## src/rtl/mul_div_pkg.sv

```systemverilog
// Shared encodings for the iterative multiply/divide unit.
package mul_div_pkg;

    localparam logic [1:0] OP_MULU = 2'b00;
    localparam logic [1:0] OP_MULS = 2'b01;
    localparam logic [1:0] OP_DIVU = 2'b10;
    localparam logic [1:0] OP_DIVS = 2'b11;

    typedef enum logic [1:0] {
        ST_IDLE = 2'b00,
        ST_RUN  = 2'b01,
        ST_FIX  = 2'b10,
        ST_DONE = 2'b11
    } state_t;

endpackage

```

## src/rtl/mul_div_step.sv

```systemverilog
// One iteration on the partial accumulator {hi,lo}: shift-add for multiply,
// restore-subtract for divide. Operands are magnitudes.
module mul_div_step #(
    parameter int WIDTH = 16
) (
    input  logic             is_div_i,
    input  logic [WIDTH-1:0] hi_i,
    input  logic [WIDTH-1:0] lo_i,
    input  logic [WIDTH-1:0] m_i,
    output logic [WIDTH-1:0] hi_o,
    output logic [WIDTH-1:0] lo_o
);

    logic [WIDTH:0]   sum;
    logic [WIDTH:0]   rem_sh;
    logic [WIDTH-1:0] diff;
    logic             fits;

    always_comb begin
        // Multiply: lo holds the remaining multiplier bits, hi the running sum.
        sum    = {1'b0, hi_i} + (lo_i[0] ? {1'b0, m_i} : '0);
        // Divide: shift the next dividend bit into the remainder and trial-subtract.
        rem_sh = {hi_i, lo_i[WIDTH-1]};
        fits   = (rem_sh >= {1'b0, m_i});
        diff   = rem_sh[WIDTH-1:0] - m_i;
        hi_o   = '0;
        lo_o   = '0;
        if (is_div_i) begin
            hi_o = fits ? diff : rem_sh[WIDTH-1:0];
            lo_o = {lo_i[WIDTH-2:0], fits};
        end else begin
            hi_o = sum[WIDTH:1];
            lo_o = {sum[0], lo_i[WIDTH-1:1]};
        end
    end

endmodule

```

## src/rtl/mul_div_unit.sv

```systemverilog
// Iterative multiply/divide unit: WIDTH iterations on magnitudes, then a sign
// fix-up cycle; results are published only on entry to DONE.
module mul_div_unit
    import mul_div_pkg::*;
#(
    parameter int WIDTH = 16
) (
    input  logic             clk,
    input  logic             reset,
    input  logic             start,
    input  logic [1:0]       op,
    input  logic [WIDTH-1:0] a,
    input  logic [WIDTH-1:0] b,
    output logic             busy,
    output logic             done,
    output logic [WIDTH-1:0] result_lo,
    output logic [WIDTH-1:0] result_hi,
    output logic             div_by_zero,
    output logic [1:0]       dbg_state
);

    localparam int CNT_W = $clog2(WIDTH) + 1;
    localparam logic [CNT_W-1:0] LAST_ITER = CNT_W'(WIDTH - 1);

    state_t             state_q;
    logic [CNT_W-1:0]   cnt_q;
    logic [WIDTH-1:0]   hi_q, lo_q, m_q, a_q;
    logic               is_div_q, neg_lo_q, neg_hi_q, dbz_q;
    logic               busy_q, done_q, dbz_out_q;
    logic [WIDTH-1:0]   res_lo_q, res_hi_q;

    logic               is_div_d, is_signed_d, a_neg_d, b_neg_d;
    logic [WIDTH-1:0]   a_abs_d, b_abs_d;
    logic [WIDTH-1:0]   res_lo_d, res_hi_d;
    logic [2*WIDTH-1:0] prod_d;
    logic [WIDTH-1:0]   step_hi, step_lo;

    mul_div_step #(.WIDTH(WIDTH)) u_step (
        .is_div_i (is_div_q),
        .hi_i     (hi_q),
        .lo_i     (lo_q),
        .m_i      (m_q),
        .hi_o     (step_hi),
        .lo_o     (step_lo)
    );

    always_comb begin
        is_div_d    = (op == OP_DIVU) || (op == OP_DIVS);
        is_signed_d = (op == OP_MULS) || (op == OP_DIVS);
        a_neg_d     = is_signed_d & a[WIDTH-1];
        b_neg_d     = is_signed_d & b[WIDTH-1];
        a_abs_d     = a_neg_d ? -a : a;
        b_abs_d     = b_neg_d ? -b : b;

        // Sign fix-up applied on the FIX -> DONE edge.
        prod_d   = {hi_q, lo_q};
        res_lo_d = '0;
        res_hi_d = '0;
        if (!is_div_q) begin
            {res_hi_d, res_lo_d} = neg_lo_q ? -prod_d : prod_d;
        end else if (dbz_q) begin
            res_lo_d = '1;
            res_hi_d = a_q;
        end else begin
            res_lo_d = neg_lo_q ? -lo_q : lo_q;
            res_hi_d = neg_hi_q ? -hi_q : hi_q;
        end
    end

    always_ff @(posedge clk) begin
        if (reset) begin
            state_q   <= ST_IDLE;
            cnt_q     <= '0;
            hi_q      <= '0;
            lo_q      <= '0;
            m_q       <= '0;
            a_q       <= '0;
            is_div_q  <= 1'b0;
            neg_lo_q  <= 1'b0;
            neg_hi_q  <= 1'b0;
            dbz_q     <= 1'b0;
            busy_q    <= 1'b0;
            done_q    <= 1'b0;
            dbz_out_q <= 1'b0;
            res_lo_q  <= '0;
            res_hi_q  <= '0;
        end else begin
            case (state_q)
                ST_IDLE, ST_DONE: begin
                    done_q <= 1'b0;
                    if (start) begin
                        state_q   <= ST_RUN;
                        busy_q    <= 1'b1;
                        cnt_q     <= '0;
                        hi_q      <= '0;
                        lo_q      <= a_abs_d;
                        m_q       <= b_abs_d;
                        a_q       <= a;
                        is_div_q  <= is_div_d;
                        neg_lo_q  <= a_neg_d ^ b_neg_d;
                        neg_hi_q  <= a_neg_d;
                        dbz_q     <= is_div_d && (b == '0);
                        dbz_out_q <= 1'b0;
                    end else begin
                        state_q <= ST_IDLE;
                    end
                end
                ST_RUN: begin
                    hi_q  <= step_hi;
                    lo_q  <= step_lo;
                    cnt_q <= cnt_q + 1'b1;
                    if (cnt_q == LAST_ITER) begin
                        state_q <= ST_FIX;
                    end
                end
                ST_FIX: begin
                    state_q   <= ST_DONE;
                    busy_q    <= 1'b0;
                    done_q    <= 1'b1;
                    res_lo_q  <= res_lo_d;
                    res_hi_q  <= res_hi_d;
                    dbz_out_q <= dbz_q;
                end
                default: begin
                    state_q <= ST_IDLE;
                    busy_q  <= 1'b0;
                    done_q  <= 1'b0;
                end
            endcase
        end
    end

    assign busy        = busy_q;
    assign done        = done_q;
    assign result_lo   = res_lo_q;
    assign result_hi   = res_hi_q;
    assign div_by_zero = dbz_out_q;
    assign dbg_state   = state_q;

endmodule
```

## config.mk

```make
export PLATFORM = sky130hd
export DESIGN_NAME = mul_div_unit
export DESIGN_NICKNAME = d
export VERILOG_FILES = /design/src/rtl/mul_div_pkg.sv /design/src/rtl/mul_div_step.sv /design/src/rtl/mul_div_unit.sv
export SDC_FILE = /design/constraint.sdc
export NUM_CORES = 1
export LEC_CHECK = 0
export ABC_AREA = 1
export BUFFER_PORTS_ARGS = -buffer_cell sky130_fd_sc_hd__buf_2
export CAP_MARGIN = 10
export CORE_ASPECT_RATIO = 1.1
export CORE_UTILIZATION = 32
export DETAILED_ROUTE_END_ITERATION = 6
export PLACE_DENSITY = 0.57
export SLEW_MARGIN = 20
export SYNTH_ARGS = -nofsm -noshare
export SYNTH_HDL_FRONTEND = slang
export SYNTH_HIERARCHICAL = 1
export SYNTH_SLANG_ARGS = --single-unit
```

## constraint.sdc

```tcl
create_clock -name clk -period 2.75 [get_ports clk]
set_input_delay 0.275 -clock clk [delete_from_list [all_inputs] [get_ports clk]]
set_output_delay 0.275 -clock clk [all_outputs]
set_load 0.01 [all_outputs]
```

Yosys cells after proc, flatten, opt, wreduce, memory -nomap -nowiden
Cells that the tools add are included.
W data, S select, Z words.
- input port bits: 37
- register bits after elaboration: 110
- add/sub/neg operators: 8
- reduce and logical (&&, ||, !) cells: 11
- equality and inequality tests: 9
- $lt $le $gt $ge: 1
- muxes and demuxes: 27
- bitwise gates (word level): 3
- operators by type and width (kind ; number):
    $mux W16 ; 14
    $neg A16 Y16 ; 4
    $pmux W16 S2 ; 2
    $mux W32 ; 1
    $neg A32 Y32 ; 1
    $add A16 B17 Y17 ; 1
    $ge A17 B16 Y1 ; 1
    $logic_not A16 Y1 ; 1
    $sub A16 B16 Y16 ; 1
    $pmux W5 S2 ; 1
    $eq A2 B2 Y1 const B ; 4
    $pmux W1 S2 ; 3
    $pmux W2 S3 ; 1
    $reduce_and A2 Y1 ; 3
    $add A5 B1 Y5 const B ; 1
    $eq A5 B4 Y1 const B ; 1
    $mux W5 ; 1
    $eq A2 B1 Y1 const B ; 2
    $ne A2 B2 Y1 const B ; 2
    $reduce_bool A2 Y1 ; 2
    $mux W1 ; 3
    $and A1 B1 Y1 ; 2
    $logic_not A2 Y1 ; 1
    $logic_or A1 B1 Y1 ; 2
    other kinds (4) ; 4

Logic depth before layout (Yosys ltp)
Gate-level depths: netlist of the first run.
- depth after elaboration: 6
- mapped depth: 17
- depth with buffers taken out: 16

Modules after synthesis
The synthesis of the first run kept the hierarchy.
- modules (own cells, without submodules) (module ; area an instance (µm²) ; seq. area each (µm²) ; cells each ; instances):
    mul_div_unit ; 6429.9 ; 2202.1 ; 964 ; 1
    mul_div_step ; 2697.6 ; 0.0 ; 539 ; 1

Least setup slack after synthesis of the first run
Ideal clock, no wire load.
- path type: reg-to-reg
- start: register lo_q[0]
- end: register hi_q[5]
- required time: 2.616 ns
- slack: 0.330 ns
- library setup time: 0.134 ns
- data arrival time: 2.286 ns
- cell stages (with the launch flop): 16
- cells stage by stage: dfxtp_1 -> clkbuf_1 -> clkbuf_1 -> nand2_1 -> inv_1 -> ha_1 -> fa_1 -> nand3_1 -> nand3_1 -> nand3_1 -> nand2_1 -> or2_2 -> nand3_1 -> nand2_1 -> a21oi_1 -> a211oi_1
- cells in the longest elaborated chain, start to end: 4
- RTL lines (element ; RTL line ; RTL):
    start, declared ; mul_div_unit.sv:27 ; logic [WIDTH-1:0] hi_q, lo_q, m_q, a_q;
    start signal, assigned ; mul_div_unit.sv:96 ; lo_q <= a_abs_d;
    start signal, assigned ; mul_div_unit.sv:110 ; lo_q <= step_lo;
    $mux W16 ; mul_div_step.sv:21 ; sum = {1'b0, hi_i} + (lo_i[0] ? {1'b0, m_i} : '0);
    $add A16 B17 Y17 ; mul_div_step.sv:21 ;
    $mux W16 ; mul_div_step.sv:28 ; if (is_div_i) begin
    net step_hi[5] ; mul_div_unit.sv:36 ; logic [WIDTH-1:0] step_hi, step_lo;
    $pmux W16 S2 ; mul_div_unit.sv:88 ; case (state_q)
    end signal, assigned ; mul_div_unit.sv:109 ; hi_q <= step_hi;
    end, declared ; mul_div_unit.sv:27 ;
The timed path passes the listed nets, and every way through them passes these cells.
A chain may end at the register's enable or synchronous reset.

Worst setup path after layout of the first run
- start: register lo_q[15]
- end: register hi_q[14]
- cells in the longest elaborated chain, start to end: 4
- elaborated cells between the ends (all ways): 5
- classes of those cells: 1 x add/sub; 1 x order compare; 3 x mux
- RTL lines (element ; RTL line ; RTL):
    $sub A16 B16 Y16 / $ge A17 B16 Y1 (equally long branches) ; mul_div_step.sv:25, mul_div_step.sv:24 ;
    $mux W16 (*) ; mul_div_step.sv:29 ; hi_o = fits ? diff : rem_sh[WIDTH-1:0];
    $mux W16 (*) ; mul_div_step.sv:28 ;
    net step_hi[14] ; mul_div_unit.sv:36 ;
    $pmux W16 S2 (*) ; mul_div_unit.sv:88 ;
Mark *: on every way through the listed nets, which the timed path passes. The rest lies on a longest branch.

==> results of run 1 <==
==> worst max-delay path, stage by stage, from the launching register on <==
cell and delay [ns]:
dfxtp_1 0.47, inv_1 0.14, ha_1 0.24, inv_1 0.16, fa_2 0.31, inv_1 0.05
nor2_1 0.10, nor2_1 0.07, o21ai_1 0.21, nand2_1 0.13, nand3_1 0.10, nand3_1 0.08
nand2_1 0.07, nand2_1 0.06, a21oi_1 0.15, a211oi_1 0.05
==> placed cells by master (no fill, tap or decap), types with 12 or more instances in the layout <==
cell	synthesis	routed
ha_1	41	41
buf_2	19	73
nand2_2	13	13
a21oi_1	130	130
nand4_1	15	15
nand3b_1	16	16
nand2_1	372	372
dfxtp_1	110	108
nor3_1	12	12
a211oi_1	16	16
inv_1	170	169
nand3_1	135	135
o21ai_0	128	127
buf_4	4	39
a31oi_1	13	13
nor2_2	16	16
xor2_1	15	15
nor2_1	150	150
==> through the flow <==
stage          setup slack, ns  instance area, sq um  power (W)  hold WS (ns)
2_1_floorplan            0.330                  9130    0.00782         0.414
3_3_place_gp             0.157                  9950     0.0102         0.453
3_5_place_dp             0.124                  9950     0.0102         0.457
4_1_cts                 0.0963                 10300     0.0116         0.186
5_1_grt                 0.0115                 10300     0.0127         0.213
6_report                 0.234                 10300     0.0117         0.202
==> state kept, by name (all words and copies together), names as in the netlist <==
signal and flops:
lo_q 16, m_q 16, result_lo 16, hi_q 16, done 1, busy 1, div_by_zero 1, neg_lo_q 1
a_q 16, neg_hi_q 1, cnt_q 5, dbz_q 1, result_hi 16, dbg_state 2, is_div_q 1
==> logic make-up after synthesis <==
group           Yosys count  share of synthesized area
simple gates            762                      0.373
compound gates          321                      0.194
buf+inv                 245                      0.110
flops                   110                      0.241
fa+ha+maj                43                     0.0606
xor+xnor                 22                     0.0211
==> final timing paths <==
check	from	end	slack, ns
setup / recovery	lo_q[15]	hi_q[14]	0.23
hold / removal	b[7]	m_q[7]	0.20
setup reg to reg	lo_q[15]	hi_q[14]	0.23
hold reg to reg	div_by_zero	div_by_zero	0.48
==> repair_timing <==
| item | 4_1_cts | 5_1_grt |
|---|---|---|
| resized for setup | 0 | 5 |
| setup endpoints to repair | 0 | 10 |
| endpoints found under the hold margin | 0 | 0 |
| setup buffers | 0 | 0 |
==> power groups by stage <==
| stage | Combinational [W] | Clock [W] | Sequential [W] |
|---|---|---|---|
| 5_1_grt | 0.00841 | 0.00155 | 0.00278 |
| 6_report | 0.00757 | 0.00146 | 0.00270 |
| 2_1_floorplan | 0.00521 | 0 | 0.00261 |
| 3_5_place_dp | 0.00744 | 0 | 0.00272 |
| 3_3_place_gp | 0.00743 | 0 | 0.00273 |
| 4_1_cts | 0.00748 | 0.00148 | 0.00269 |
==> area by class of cell <==
cell class                 instances  share of cell area
timing repair buffer             113              0.0660
inverter                         183              0.0669
sequential                       110               0.215
clock inverter                     7             0.00865
multi-input combinational       1148               0.577
tap                              363              0.0442
clock buffer                       9              0.0219
==> layer usage <==
layer	GRT usage	wire length, microns	up-vias	share of wire
met3	0.0243	1650	58	0.049
met1	0.313	15500	4761	0.46
met4	0.101	1160	0	0.034
li1	-	-	5061	-
met2	0.385	15600	353	0.46
met5	0	0	-	0
==> impl_metrics.toml, run 1 <==
[status]
status = "complete, no violations"

[power_and_ir_drop]
comb_power_share = 0.645
p_sw_w = 0.00640
clockPowerShare = 0.124
seq_power_share = 0.230
power_density_nw_per_um2 = 1140
leakagePower_nw = 5.15
internal_power_w = 0.00534
switching_share = 0.545
ir_drop_mv = 0.468

[synth]
synth.most_common_cell = "nand2_1"
synth_cells = 1503
yosysSeqAreaShare = 0.241
syn_area_per_cell_sq_um = 6.07
synth_top_area_frac = 0.241
yosysWarnings = 6
yosysTopAreaCell = "dfxtp_1"
syn-num-nets = 1583
syn_area_sq_um = 9130
synth_area_leaders = "dfxtp_1 (24%), nand2_1 (15%), nand3_1 (7.4%)"
synth-main-ff-cell = "dfxtp_1"
yosysUniqueCellTypes = 51
async_flop_share = 0
synth_edf_count = 0
synthTopCellsByCount = "nand2_1 (372), inv_1 (170), nor2_1 (150)"
synth_seq_cells = 110

[worst_setup_path]
worstRegToRegCells = 15
critPathKind = "register to register"
crit_arrival_ns = 2.75
endpoint_kind = "register"
required_ns = 2.99
startpoint_type = "register"
crit_fanout = 5

[die]
dieArea_sq_um = 29200
start_util = 0.327
pin_count = 74
dieWidth_microns = 163
core_area_sq_um = 27900
die_y_microns = 179
rows = 64

[sta]
rsz0062_at_grt = "no"
setup_violations = 0
slew_viol_final = 0
final_hold_viol_count = 0
period_share = 0.915
finClkSkew_ns = 0.00951
min_period_ns = 2.52
relSlewSlack = 0.481
max_freq_ghz = 0.397
tns_ns = 0
worst_slew_pin_slew_ns = 0.777

[placed_design]
placement.io_buffers = 73
finalWeightedCongestion = 0.983
place_hpwl_microns = 26200
place_inst = 1917

[clock_tree]
clock_latency_ns = 0.37
cts_root_buf = "clkbuf_16"
cts_hold_buf = 0
cts_tree = "done"
htree_levels = 3
cts_buffer_depth = 2
cts_sinks = 110
numCtsBuffers = 9
clkTransAtPathRegs_ns = 0.08

[global_routing]
grt_max_degree = 45
track_usage = 0.235
grt_pass1_wl_microns = 53100
gr-total-overflow = 0
grt_pass1_vias = 9449
grt_antenna_before_repair = 0

[drt]
drc = 0
antenna_left = 0
wl_microns = 33900
first_iter_violations = 706
first_pass_iters = 5
wire_per_inst_microns = 17.5
viasPerCell = 5.29
vias = 10200

[final_layout]
syn2layout_area_growth_pct = 12.5
multi_input_area_sq_um = 5930
drive_gt1_frac = 0.132
final_cells = 1933
diodes = 0
nets = 1645
layout.area.seq_sq_um = 2210
nFillCells = 3084
final_core_util = 0.367

[min_path]
hold_class = "input pin to register"
whs_path_depth = 3

[job]
max-cap-violations = 0
No activity file was read; power rests on OpenSTA's default activity.
==> inputs of run 2 (changes only) <==
ABC_AREA = default   (was 1)
==> run 2 against run 1 <==
Effect of this change: global-route usage fell by 2.1 points; synthesized cell count fell by 25%; total power down 22%; sequential share of layout area up 0.48 points; sequential power down 9.3%; critical path type unchanged; largest cell class unchanged; highest routed layer unchanged.
==> impl_metrics.toml, run 2 <==
[worst_setup_path]
crit_path_frequent_cell = "buf_4"
critPathKind = "register to register"
critPathLaunch = "lo_q[15]"
slowest_stage = "a2111oi_4"
worstRegToRegCells = 15
crit_path_end = "hi_q[8]"
rrSetupSlack_ns = 0.03
critPathMaxStageDelay_ns = 0.42
crit_arrival_ns = 2.97
timing.rr.start = "lo_q[15]"
rr_endpoint = "hi_q[8]"
endpoint_kind = "register"
startpoint_type = "register"
required_ns = 3.00
crit_fanout = 3
worstPathCellList = "inv_2 -> ha_4 -> inv_2 -> fa_2 -> a211oi_2 -> buf_4 -> o21bai_4 -> a2111oi_4 -> buf_4 -> buf_4 -> o31a_1 -> o211a_1 -> a311oi_2 -> nand3_1 -> a21oi_2"

[placed_design]
finalWeightedCongestion = 0.916
place_hpwl_microns = 21400
place_inst = 1552
placement.io_buffers = 73

[die]
dieArea_sq_um = 27100
core_area_sq_um = 26100
die_y_microns = 173
start_util = 0.325
dieWidth_microns = 157
rows = 62
pin_count = 74

[final_layout]
multi_input_area_sq_um = 5880
final_cell_mix = "nand2_1 (121), dfxtp_1 (106), a21oi_1 (101)"
final_common_cell = "nand2_1"
final_cells = 1572
drive_gt1_frac = 0.198
diodes = 0
syn2layout_area_growth_pct = 18.6
layout.area.seq_sq_um = 2210
nets = 1295
final_core_util = 0.385
nFillCells = 2748

[synth]
synth_cells = 1126
yosysSeqAreaShare = 0.260
synth_top_area_frac = 0.260
synth_edf_count = 0
synth-main-ff-cell = "dfxtp_1"
synthTopCellsByCount = "nand2_1 (121), dfxtp_1 (110), a21oi_1 (104)"
synth_area_leaders = "dfxtp_1 (26%), a21oi_1 (6.1%), ha_1 (6.1%)"
syn_area_per_cell_sq_um = 7.52
syn-num-nets = 1206
yosysUniqueCellTypes = 76
async_flop_share = 0
yosysWarnings = 6
yosysTopAreaCell = "dfxtp_1"
synth.most_common_cell = "nand2_1"
syn_area_sq_um = 8470
synth_seq_cells = 110

[sta]
worst_slew_pin_slew_ns = 0.914
slew_viol_final = 0
period_share = 0.990
setup_violations = 0
rsz0062_at_grt = "yes"
min_period_ns = 2.72
relSlewSlack = 0.391
max_freq_ghz = 0.367
finClkSkew_ns = 0.0197
final_hold_viol_count = 0

[clock_tree]
cts_tree = "done"
numCtsBuffers = 9
cts_buffer_depth = 2
cts_hold_buf = 0
cts_root_buf = "clkbuf_16"
htree_levels = 3
clock_latency_ns = 0.38
cts_sinks = 110
clkTransAtPathRegs_ns = 0.08

[drt]
dr_wl_met3_microns = 1360
wl_microns = 28700
drc = 0
antenna_left = 0
wire_per_inst_microns = 18.3
first_iter_violations = 671
m1WireLength_microns = 13200
viasPerCell = 5.55
wl_met2_microns = 13600
top_layer = "met4"
vias = 8730
first_pass_iters = 5

[job]
max-cap-violations = 0

[power_and_ir_drop]
ir_drop_mv = 0.880
power_density_nw_per_um2 = 910
leakagePower_nw = 4.05
power.total_w = 0.00914

[min_path]
hold_class = "input pin to register"
whs_path_depth = 3

[global_routing]
track_usage = 0.214
grt_pass1_vias = 8162
grt_antenna_before_repair = 0
grt_pass1_wl_microns = 45700
gr-total-overflow = 0
grt_max_degree = 81

[status]
status = "complete, no violations"
## run 2: repair_timing
action / in CTS / in global routing
setup buffers: 1 / 3
pin swaps: 1 / 14
resized for setup: 1 / 26
setup endpoints to repair: 1 / 9
hold endpoints to repair: 0 / 0
## run 2: per-stage QoR
step           TNS [ns]  hold slack, ns  setup WS [ns]  area [sq um]
2_1_floorplan         0           0.411         0.0458          8480
3_3_place_gp    -0.0252           0.439        -0.0252          9580
3_5_place_dp    -0.0370           0.447        -0.0370          9580
4_1_cts               0           0.160         0.0105          9910
5_1_grt          -0.128           0.172        -0.0553         10000
6_report              0           0.167         0.0269         10000
## run 2: power by group
group	switching (W)	total [W]	leakage, nW	internal (W)
sequential	0.000439	0.00245	0.902	0.00201
combinational	0.00319	0.00528	3.00	0.00209
clock	0.000752	0.00141	0.154	0.000662
total	0.00438	0.00914	4.05	0.00476
## run 2: routing by layer
metal,global-route usage,up-vias
li1,-,4282
met2,0.348,276
met4,0.0704,0
met5,0,-
met3,0.0253,37
met1,0.292,4135
## run 2: worst min-delay path by stage
stage | startpoint | endpoint | slack [ns]
4_1_cts | op[1] | is_div_q | 0.16
2_1_floorplan | a[13] | a_q[13] | 0.41
3_3_place_gp | cnt_q[4] | cnt_q[4] | 0.44
3_5_place_dp | a_q[6] | a_q[6] | 0.45
5_1_grt | op[1] | is_div_q | 0.17
6_report | op[1] | is_div_q | 0.17
## run 2: cell type report
class	instances	share of cell area
inverters	51	0.0191
clock inverters	7	0.00934
flip-flops and latches	110	0.220
clock buffers	9	0.0224
multi-input cells	886	0.585
well taps	352	0.0438
repair buffers	157	0.101
## run 2: kinds of logic after synthesis
logic type      Yosys count  synth area share
mux                      36            0.0454
compound gates          339             0.268
buf+inv                 130            0.0613
flops                   110             0.260
xor+xnor                 66            0.0683
fa+ha+maj                43            0.0653
simple gates            402             0.231
## run 2: critical path, delay by kind of cell, from the launching register on
kind | cells | cell delay (ns)
AOI/OAI and AO/OA | 7 | 1.10
adders and majority gates | 2 | 0.50
buffers and inverters | 5 | 0.54
DFF | 1 | 0.33
and+or+nand+nor | 1 | 0.13
